`src/rtl/video_pkg.sv`:
```
// Shared constants and types for the SDLoad text display video path.
// Holds default VGA 640x480 timing, character cell geometry and fetch-stage memory layout.
package video_pkg;

  localparam int CNT_W = 11;

  localparam int H_ACT_DEF  = 640;
  localparam int H_FP_DEF   = 16;
  localparam int H_SYNC_DEF = 96;
  localparam int H_BP_DEF   = 48;
  localparam int V_ACT_DEF  = 480;
  localparam int V_FP_DEF   = 10;
  localparam int V_SYNC_DEF = 2;
  localparam int V_BP_DEF   = 33;

  localparam int CHAR_W_DEF = 8;
  localparam int CHAR_H_DEF = 16;

  localparam int CHAR_BASE   = 32'h0000_0000;
  localparam int ATTR_BASE   = 32'h0000_1000;
  localparam int CHAR_STRIDE = 80;
  localparam int ATTR_STRIDE = 80;

  typedef logic [CNT_W-1:0] cnt_t;

  typedef struct packed {
    logic       hsync;
    logic       vsync;
    logic       hpix;
    logic       vpix;
    logic       v_init;
    logic       h_init;
    logic       h_step;
    logic       h_char;
    logic [3:0] char_row;
  } sync_out_t;

  function automatic logic in_range(input cnt_t x, input cnt_t lo, input cnt_t hi);
    return (x >= lo) && (x < hi);
  endfunction

endpackage

```
`src/rtl/video_sync_if.sv`:
```
// Raster timing bundle from video_sync to the character/attribute fetch stage.
interface video_sync_if;
  logic       pix_stb;
  logic       o_hsync;
  logic       o_vsync;
  logic       o_hpix;
  logic       o_vpix;
  logic       v_init;
  logic       h_init;
  logic       h_step;
  logic       h_char;
  logic [3:0] char_row;

  modport master (output pix_stb, o_hsync, o_vsync, o_hpix, o_vpix,
                         v_init, h_init, h_step, h_char, char_row);
  modport slave  (input  pix_stb, o_hsync, o_vsync, o_hpix, o_vpix,
                         v_init, h_init, h_step, h_char, char_row);
endinterface

```
`src/rtl/video_sync_axis.sv`:
```
// One raster axis: position counter plus active/sync decode of the current count.
// The counter advances when both tick and wrap_in are set; wrap flags the final position.
module video_sync_axis
  import video_pkg::*;
#(
  parameter int ACT  = H_ACT_DEF,
  parameter int FP   = H_FP_DEF,
  parameter int SYNC = H_SYNC_DEF,
  parameter int BP   = H_BP_DEF,
  parameter bit POL  = 1'b0
) (
  input  logic clk,
  input  logic rst,
  input  logic tick,
  input  logic wrap_in,
  output cnt_t count,
  output logic active,
  output logic sync,
  output logic wrap
);

  localparam int TOT = ACT + FP + SYNC + BP;

  cnt_t count_q;
  cnt_t count_d;

  always_comb begin
    wrap    = tick && wrap_in && (count_q == cnt_t'(TOT - 1));
    count_d = count_q;
    if (tick && wrap_in) begin
      count_d = wrap ? '0 : count_q + cnt_t'(1);
    end
    active = (count_q < cnt_t'(ACT));
    sync   = in_range(count_q, cnt_t'(ACT + FP), cnt_t'(ACT + FP + SYNC)) ? POL : ~POL;
  end

  always_ff @(posedge clk) begin
    if (rst) begin
      count_q <= '0;
    end else begin
      count_q <= count_d;
    end
  end

  assign count = count_q;

endmodule

```
`src/rtl/video_sync.sv`:
```
// Raster timing generator: pixel-rate divider, h/v/row counters and registered decode.
// Outputs load the decode of the current position on each tick, so every pix_stb sees one position.
module video_sync
  import video_pkg::*;
#(
  parameter int PIX_DIV = 2,
  parameter int H_ACT   = H_ACT_DEF,
  parameter int H_FP    = H_FP_DEF,
  parameter int H_SYNC  = H_SYNC_DEF,
  parameter int H_BP    = H_BP_DEF,
  parameter int V_ACT   = V_ACT_DEF,
  parameter int V_FP    = V_FP_DEF,
  parameter int V_SYNC  = V_SYNC_DEF,
  parameter int V_BP    = V_BP_DEF,
  parameter int CHAR_W  = CHAR_W_DEF,
  parameter int CHAR_H  = CHAR_H_DEF,
  parameter bit HS_POL  = 1'b0,
  parameter bit VS_POL  = 1'b0
) (
  input  logic         clk,
  input  logic         rst,
  video_sync_if.master vid
);

  localparam int H_TOT = H_ACT + H_FP + H_SYNC + H_BP;
  localparam int V_TOT = V_ACT + V_FP + V_SYNC + V_BP;

  cnt_t       div_q, div_d;
  logic       pix_stb_q, pix_stb_d;
  logic [3:0] row_q, row_d;
  sync_out_t  out_q, out_d;
  logic       tick;

  cnt_t h_cnt, v_cnt;
  logic h_act, h_sync, h_wrap;
  logic v_act, v_sync, v_wrap;

  video_sync_axis #(.ACT(H_ACT), .FP(H_FP), .SYNC(H_SYNC), .BP(H_BP), .POL(HS_POL)) u_h (
    .clk(clk), .rst(rst), .tick(tick), .wrap_in(1'b1),
    .count(h_cnt), .active(h_act), .sync(h_sync), .wrap(h_wrap)
  );

  video_sync_axis #(.ACT(V_ACT), .FP(V_FP), .SYNC(V_SYNC), .BP(V_BP), .POL(VS_POL)) u_v (
    .clk(clk), .rst(rst), .tick(tick), .wrap_in(h_wrap),
    .count(v_cnt), .active(v_act), .sync(v_sync), .wrap(v_wrap)
  );

  always_comb begin
    tick      = (div_q == cnt_t'(PIX_DIV - 1));
    div_d     = tick ? '0 : div_q + cnt_t'(1);
    pix_stb_d = tick;

    // Row only counts inside the active frame and restarts with every new frame.
    row_d = row_q;
    if (v_wrap) begin
      row_d = 4'd0;
    end else if (h_wrap && v_act) begin
      row_d = (row_q == 4'(CHAR_H - 1)) ? 4'd0 : row_q + 4'd1;
    end

    out_d = out_q;
    if (tick) begin
      out_d.hsync    = h_sync;
      out_d.vsync    = v_sync;
      out_d.hpix     = h_act;
      out_d.vpix     = v_act;
      out_d.h_char   = h_act && ((h_cnt & cnt_t'(CHAR_W - 1)) == cnt_t'(CHAR_W - 1));
      out_d.h_init   = (h_cnt == cnt_t'(H_TOT - 1));
      out_d.h_step   = (h_cnt == cnt_t'(H_ACT)) && v_act && (row_q == 4'(CHAR_H - 1));
      out_d.v_init   = (h_cnt == cnt_t'(H_ACT)) && (v_cnt == cnt_t'(V_TOT - 1));
      out_d.char_row = row_q;
    end
  end

  always_ff @(posedge clk) begin
    if (rst) begin
      div_q          <= '0;
      pix_stb_q      <= 1'b0;
      row_q          <= 4'd0;
      out_q          <= '0;
      out_q.hsync    <= ~HS_POL;
      out_q.vsync    <= ~VS_POL;
    end else begin
      div_q          <= div_d;
      pix_stb_q      <= pix_stb_d;
      row_q          <= row_d;
      out_q          <= out_d;
    end
  end

  assign vid.pix_stb  = pix_stb_q;
  assign vid.o_hsync  = out_q.hsync;
  assign vid.o_vsync  = out_q.vsync;
  assign vid.o_hpix   = out_q.hpix;
  assign vid.o_vpix   = out_q.vpix;
  assign vid.v_init   = out_q.v_init;
  assign vid.h_init   = out_q.h_init;
  assign vid.h_step   = out_q.h_step;
  assign vid.h_char   = out_q.h_char;
  assign vid.char_row = out_q.char_row;

endmodule
```
`src/flat_wrapper.sv`:
```
// flat-port wrapper written by rule: the top's interface ports become plain ports
module video_sync_flat import video_pkg::*;
#(
  parameter int PIX_DIV = 2,
  parameter int H_ACT   = H_ACT_DEF,
  parameter int H_FP    = H_FP_DEF,
  parameter int H_SYNC  = H_SYNC_DEF,
  parameter int H_BP    = H_BP_DEF,
  parameter int V_ACT   = V_ACT_DEF,
  parameter int V_FP    = V_FP_DEF,
  parameter int V_SYNC  = V_SYNC_DEF,
  parameter int V_BP    = V_BP_DEF,
  parameter int CHAR_W  = CHAR_W_DEF,
  parameter int CHAR_H  = CHAR_H_DEF,
  parameter bit HS_POL  = 1'b0,
  parameter bit VS_POL  = 1'b0
)
  (clk, rst, vid_pix_stb, vid_o_hsync, vid_o_vsync, vid_o_hpix, vid_o_vpix, vid_v_init, vid_h_init, vid_h_step, vid_h_char, vid_char_row);
  video_sync_if vid_i ();
  input  logic clk;
  input  logic rst;
  output wire logic [$bits(vid_i.pix_stb)-1:0] vid_pix_stb;
  output wire logic [$bits(vid_i.o_hsync)-1:0] vid_o_hsync;
  output wire logic [$bits(vid_i.o_vsync)-1:0] vid_o_vsync;
  output wire logic [$bits(vid_i.o_hpix)-1:0] vid_o_hpix;
  output wire logic [$bits(vid_i.o_vpix)-1:0] vid_o_vpix;
  output wire logic [$bits(vid_i.v_init)-1:0] vid_v_init;
  output wire logic [$bits(vid_i.h_init)-1:0] vid_h_init;
  output wire logic [$bits(vid_i.h_step)-1:0] vid_h_step;
  output wire logic [$bits(vid_i.h_char)-1:0] vid_h_char;
  output wire logic [$bits(vid_i.char_row)-1:0] vid_char_row;
  assign vid_pix_stb = vid_i.pix_stb;
  assign vid_o_hsync = vid_i.o_hsync;
  assign vid_o_vsync = vid_i.o_vsync;
  assign vid_o_hpix = vid_i.o_hpix;
  assign vid_o_vpix = vid_i.o_vpix;
  assign vid_v_init = vid_i.v_init;
  assign vid_h_init = vid_i.h_init;
  assign vid_h_step = vid_i.h_step;
  assign vid_h_char = vid_i.h_char;
  assign vid_char_row = vid_i.char_row;
  video_sync #(.PIX_DIV(PIX_DIV), .H_ACT(H_ACT), .H_FP(H_FP), .H_SYNC(H_SYNC), .H_BP(H_BP), .V_ACT(V_ACT), .V_FP(V_FP), .V_SYNC(V_SYNC), .V_BP(V_BP), .CHAR_W(CHAR_W), .CHAR_H(CHAR_H), .HS_POL(HS_POL), .VS_POL(VS_POL)) u_core (.clk(clk), .rst(rst), .vid(vid_i));
endmodule
```
`config.mk`:
```
export PLATFORM = sky130hd
export DESIGN_NAME = video_sync_flat
export DESIGN_NICKNAME = d
export VERILOG_FILES = /design/src/rtl/video_pkg.sv /design/src/rtl/video_sync_if.sv /design/src/rtl/video_sync_axis.sv /design/src/rtl/video_sync.sv /design/src/flat_wrapper.sv
export SDC_FILE = /design/constraint.sdc
export NUM_CORES = 1
export LEC_CHECK = 0
export CORE_MARGIN = 10
export CORE_UTILIZATION = 58
export DETAILED_ROUTE_END_ITERATION = 8
export PLACE_DENSITY = 0.76
export RECOVER_POWER = 100
export SKIP_CTS_REPAIR_TIMING = 1
export SYNTH_ARGS = -nofsm -noshare
export SYNTH_HDL_FRONTEND = slang
export SYNTH_SLANG_ARGS = --single-unit
export TNS_END_PERCENT = 10
```
`constraint.sdc`:
```
create_clock -name clk -period 2.3 [get_ports clk]
set_clock_uncertainty 0.05 [all_clocks]
set_input_delay 0.69 -clock clk [delete_from_list [all_inputs] [get_ports clk]]
set_output_delay 0.69 -clock clk [all_outputs]
set_load 0.005 [all_outputs]
```
==> metrics.txt <==
antenna cells=0; peak per-stage delay on the critical path=0.38 ns; most instantiated cells after synthesis=dfxtp_1, nor2_1, nand2_1; nets@finish=between 300 and 400; Clock Latency Late Sink=0.30 ns; First-pass DRT Iterations=4; kind of critical path=reg -> reg; core area=a little under 4000 um^2; fraction of layout cells with a size suffix above 1=6.54%; die area=7050 um^2; CP delay by family, top=simple AND/OR/NAND/NOR gates; worst-path cell chain=ha_1 -> and4_1 -> nand4_1 -> nor2_1 -> a21o_1 -> nor2_1; Area after DPL=2590 um^2; clk slew on worst S/H paths=0.09 ns; final period demand of the worst path=approximately 2.1 ns; Row Count=23; Total GRT Usage=14.5%; EDFF count, synth=0; Gate Count Post-Synth=287; Final Hold Violating Endpoints=0; initial DRC count=around 110; P_int=1.27 mW; Root Driver=clkbuf_8; sequential share of power=54.3%; cts bufs inserted=5; largest net degree at the start of global routing=22; Placed Cells=between 300 and 400; yosys warns=0; grt total ovfl=0; Synth area leader=dfxtp_1; setup total negative slack=0 ns; Slew Limit Fails=0; endpoint class of the critical path=flip-flop; # IOs=15; H-Tree Depth=2; Net Sw Power=just under 0.4 mW; clk sink count=50; CTS tree=built; vias per cell=5.64; period utilization=90.8%; DR vias=between 2,000 and 2,500; Synth Flop Type=dfxtp_1; first-pass GRT wire length=8690 um; GP Congestion=0.833; VDD IR max=roughly 0.35 mV; Worst EP required=2.44 ns; CP Max Fanout=7; Starting Density=59.8%; synth top area cells=dfxtp_1, nor2_1, a21oi_1; Design Area, Final=2690 um^2; Post-DP HPWL=between 3000 and 4000 um; Synth Net Count=297; Final Setup Violations=0; most numerous cell in the Yosys netlist=dfxtp_1; leakage power=0.974 nW; switch share=between 20% and 30%; port bufs=14; Hold WC Path Type=reg -> reg; CP Launch Type=flip-flop; DRC=0; worst slew pin tran=0.390 ns; combinational share of power=9.5%; Area Growth Syn to Fin=13.4%; slowest CP cell=dfxtp_1; Bufs and invs on worst path=0; Die Height=84.0 um; die width=between 80 and 90 um; DR WL/cell=13.6 um; number of global-route vias before repair=1,918; P per Cell Area=617 nW/um^2; clock network power share=36.2%; CP arrival=2.23 ns; Distinct cells, synth=42; RSZ-0062 raised after global routing=false; register area share after synthesis=42.2%; Max Cap Viol=0; FFs w/ async S/R, synth=0%; post-synthesis register bit count=50; status=finished clean; cell area after synthesis=2370 um^2; Yosys top cell area share=42.2%; syn avg cell area=about 8.3 um^2; final wirelength=4850 um; antenna violations before repair=0; Slew headroom=73.9%; clk buf depth=2; max frequency=0.479 GHz; DRT antenna net count=0; fin cells=around 360; most frequent CP cell=nor2_1
## cells by family after synthesis
family	count (synthesis)	share of synthesized area (%)
AOI/OAI and AO/OA	40	9.28
xor gates and xnor gates	20	7.38
adders and majority gates	8	4.22
buffers and inverters	20	3.64
DFF	50	42.2
muxes	1	0.422
and+or+nand+nor	148	32.9
## worst paths after layout
path,to,from,slack [ns],cells after the start
worst min register to register,u_core.vid.char_row[3],u_core.vid.char_row[3],0.41,2
worst max register to register,u_core.u_v.count[8],u_core.u_h.count[1],0.21,6
worst max-delay path,u_core.u_v.count[8],u_core.u_h.count[1],0.21,6
worst min-delay path,u_core.vid.char_row[3],u_core.vid.char_row[3],0.41,2
## registers in the layout (all words and copies together), names as in the netlist, 4 cells and up
signal / cells
u_core.div_q: 11
u_core.u_v.count: 11
u_core.u_h.count: 11
u_core.vid.char_row: 4
u_core.row_q: 4
## power by group through the flow
| stage | combinational (mW) | clock, mW | sequential, mW |
|---|---|---|---|
| 2_1_floorplan | 0.102 | 0 | 0.921 |
| 3_3_place_gp | 0.161 | 0 | 0.922 |
| 3_5_place_dp | 0.163 | 0 | 0.923 |
| 4_1_cts | 0.164 | 0.624 | 0.902 |
| 5_1_grt | 0.180 | 0.655 | 0.905 |
| 6_report | 0.158 | 0.602 | 0.901 |
## worst register-to-register path: stages, from the launching register on
cell and delay (ns):
dfxtp_1 0.38, ha_1 0.22, and4_1 0.32, nand4_1 0.25, nor2_1 0.35, a21o_1 0.34
nor2_1 0.08
## cell type report
type                            instances  area [um^2]
Tap cell                               50         62.6
Clock inverter                          3         40.0
Clock buffer                            5         68.8
Sequential cell                        50         1000
Fill cell                             348         1280
Multi-Input combinational cell        217         1280
Timing Repair Buffer                   24          208
Inverter                                7         26.3
## placed cells by master (no fill, tap or decap), types with 2 or more instances in the layout
cell type,netlist,routed
a211o_1,2,2
a21oi_1,27,27
and2_1,2,2
and2b_1,2,2
and3_1,5,5
and4_1,4,5
buf_4,0,8
clkbuf_1,7,2
clkbuf_8,0,5
clkinv_2,0,2
dfxtp_1,50,50
dlygate4sd3_1,0,13
ha_1,8,8
inv_1,7,7
nand2_1,28,28
nand3_1,17,17
nand3b_1,2,2
nand4_1,11,11
nand4b_1,2,2
nor2_1,40,40
nor3_1,15,15
nor4_1,5,5
o21ai_0,6,6
o31ai_1,2,2
or3_1,3,3
xnor2_1,12,12
xor2_1,8,8
## routing by layer
metal / part of all wire, % / wire length [um] / vias up / GRT usage, %
met1: 48 / 2310 / 925 / 16.7
li1: - / - / 1044 / -
met3: 3.2 / 155 / 7 / 3.71
met5: 0 / 0 / - / 0
met2: 47 / 2300 / 32 / 24.6
met4: 1.9 / 92 / 0 / 6.24
## stage by stage
stage               worst slack, ns  power [mW]  hold slack [ns]  util [%]
finish                        0.212        1.66            0.405      67.8
global route                 0.0470        1.74            0.421      67.8
CTS                           0.253        1.69            0.409      68.0
detailed placement            0.267        1.09            0.396      65.2
global placement              0.277        1.08            0.390      65.2
floorplan                     0.259        1.02            0.395         -
Power figures use the tool's default switching activity.
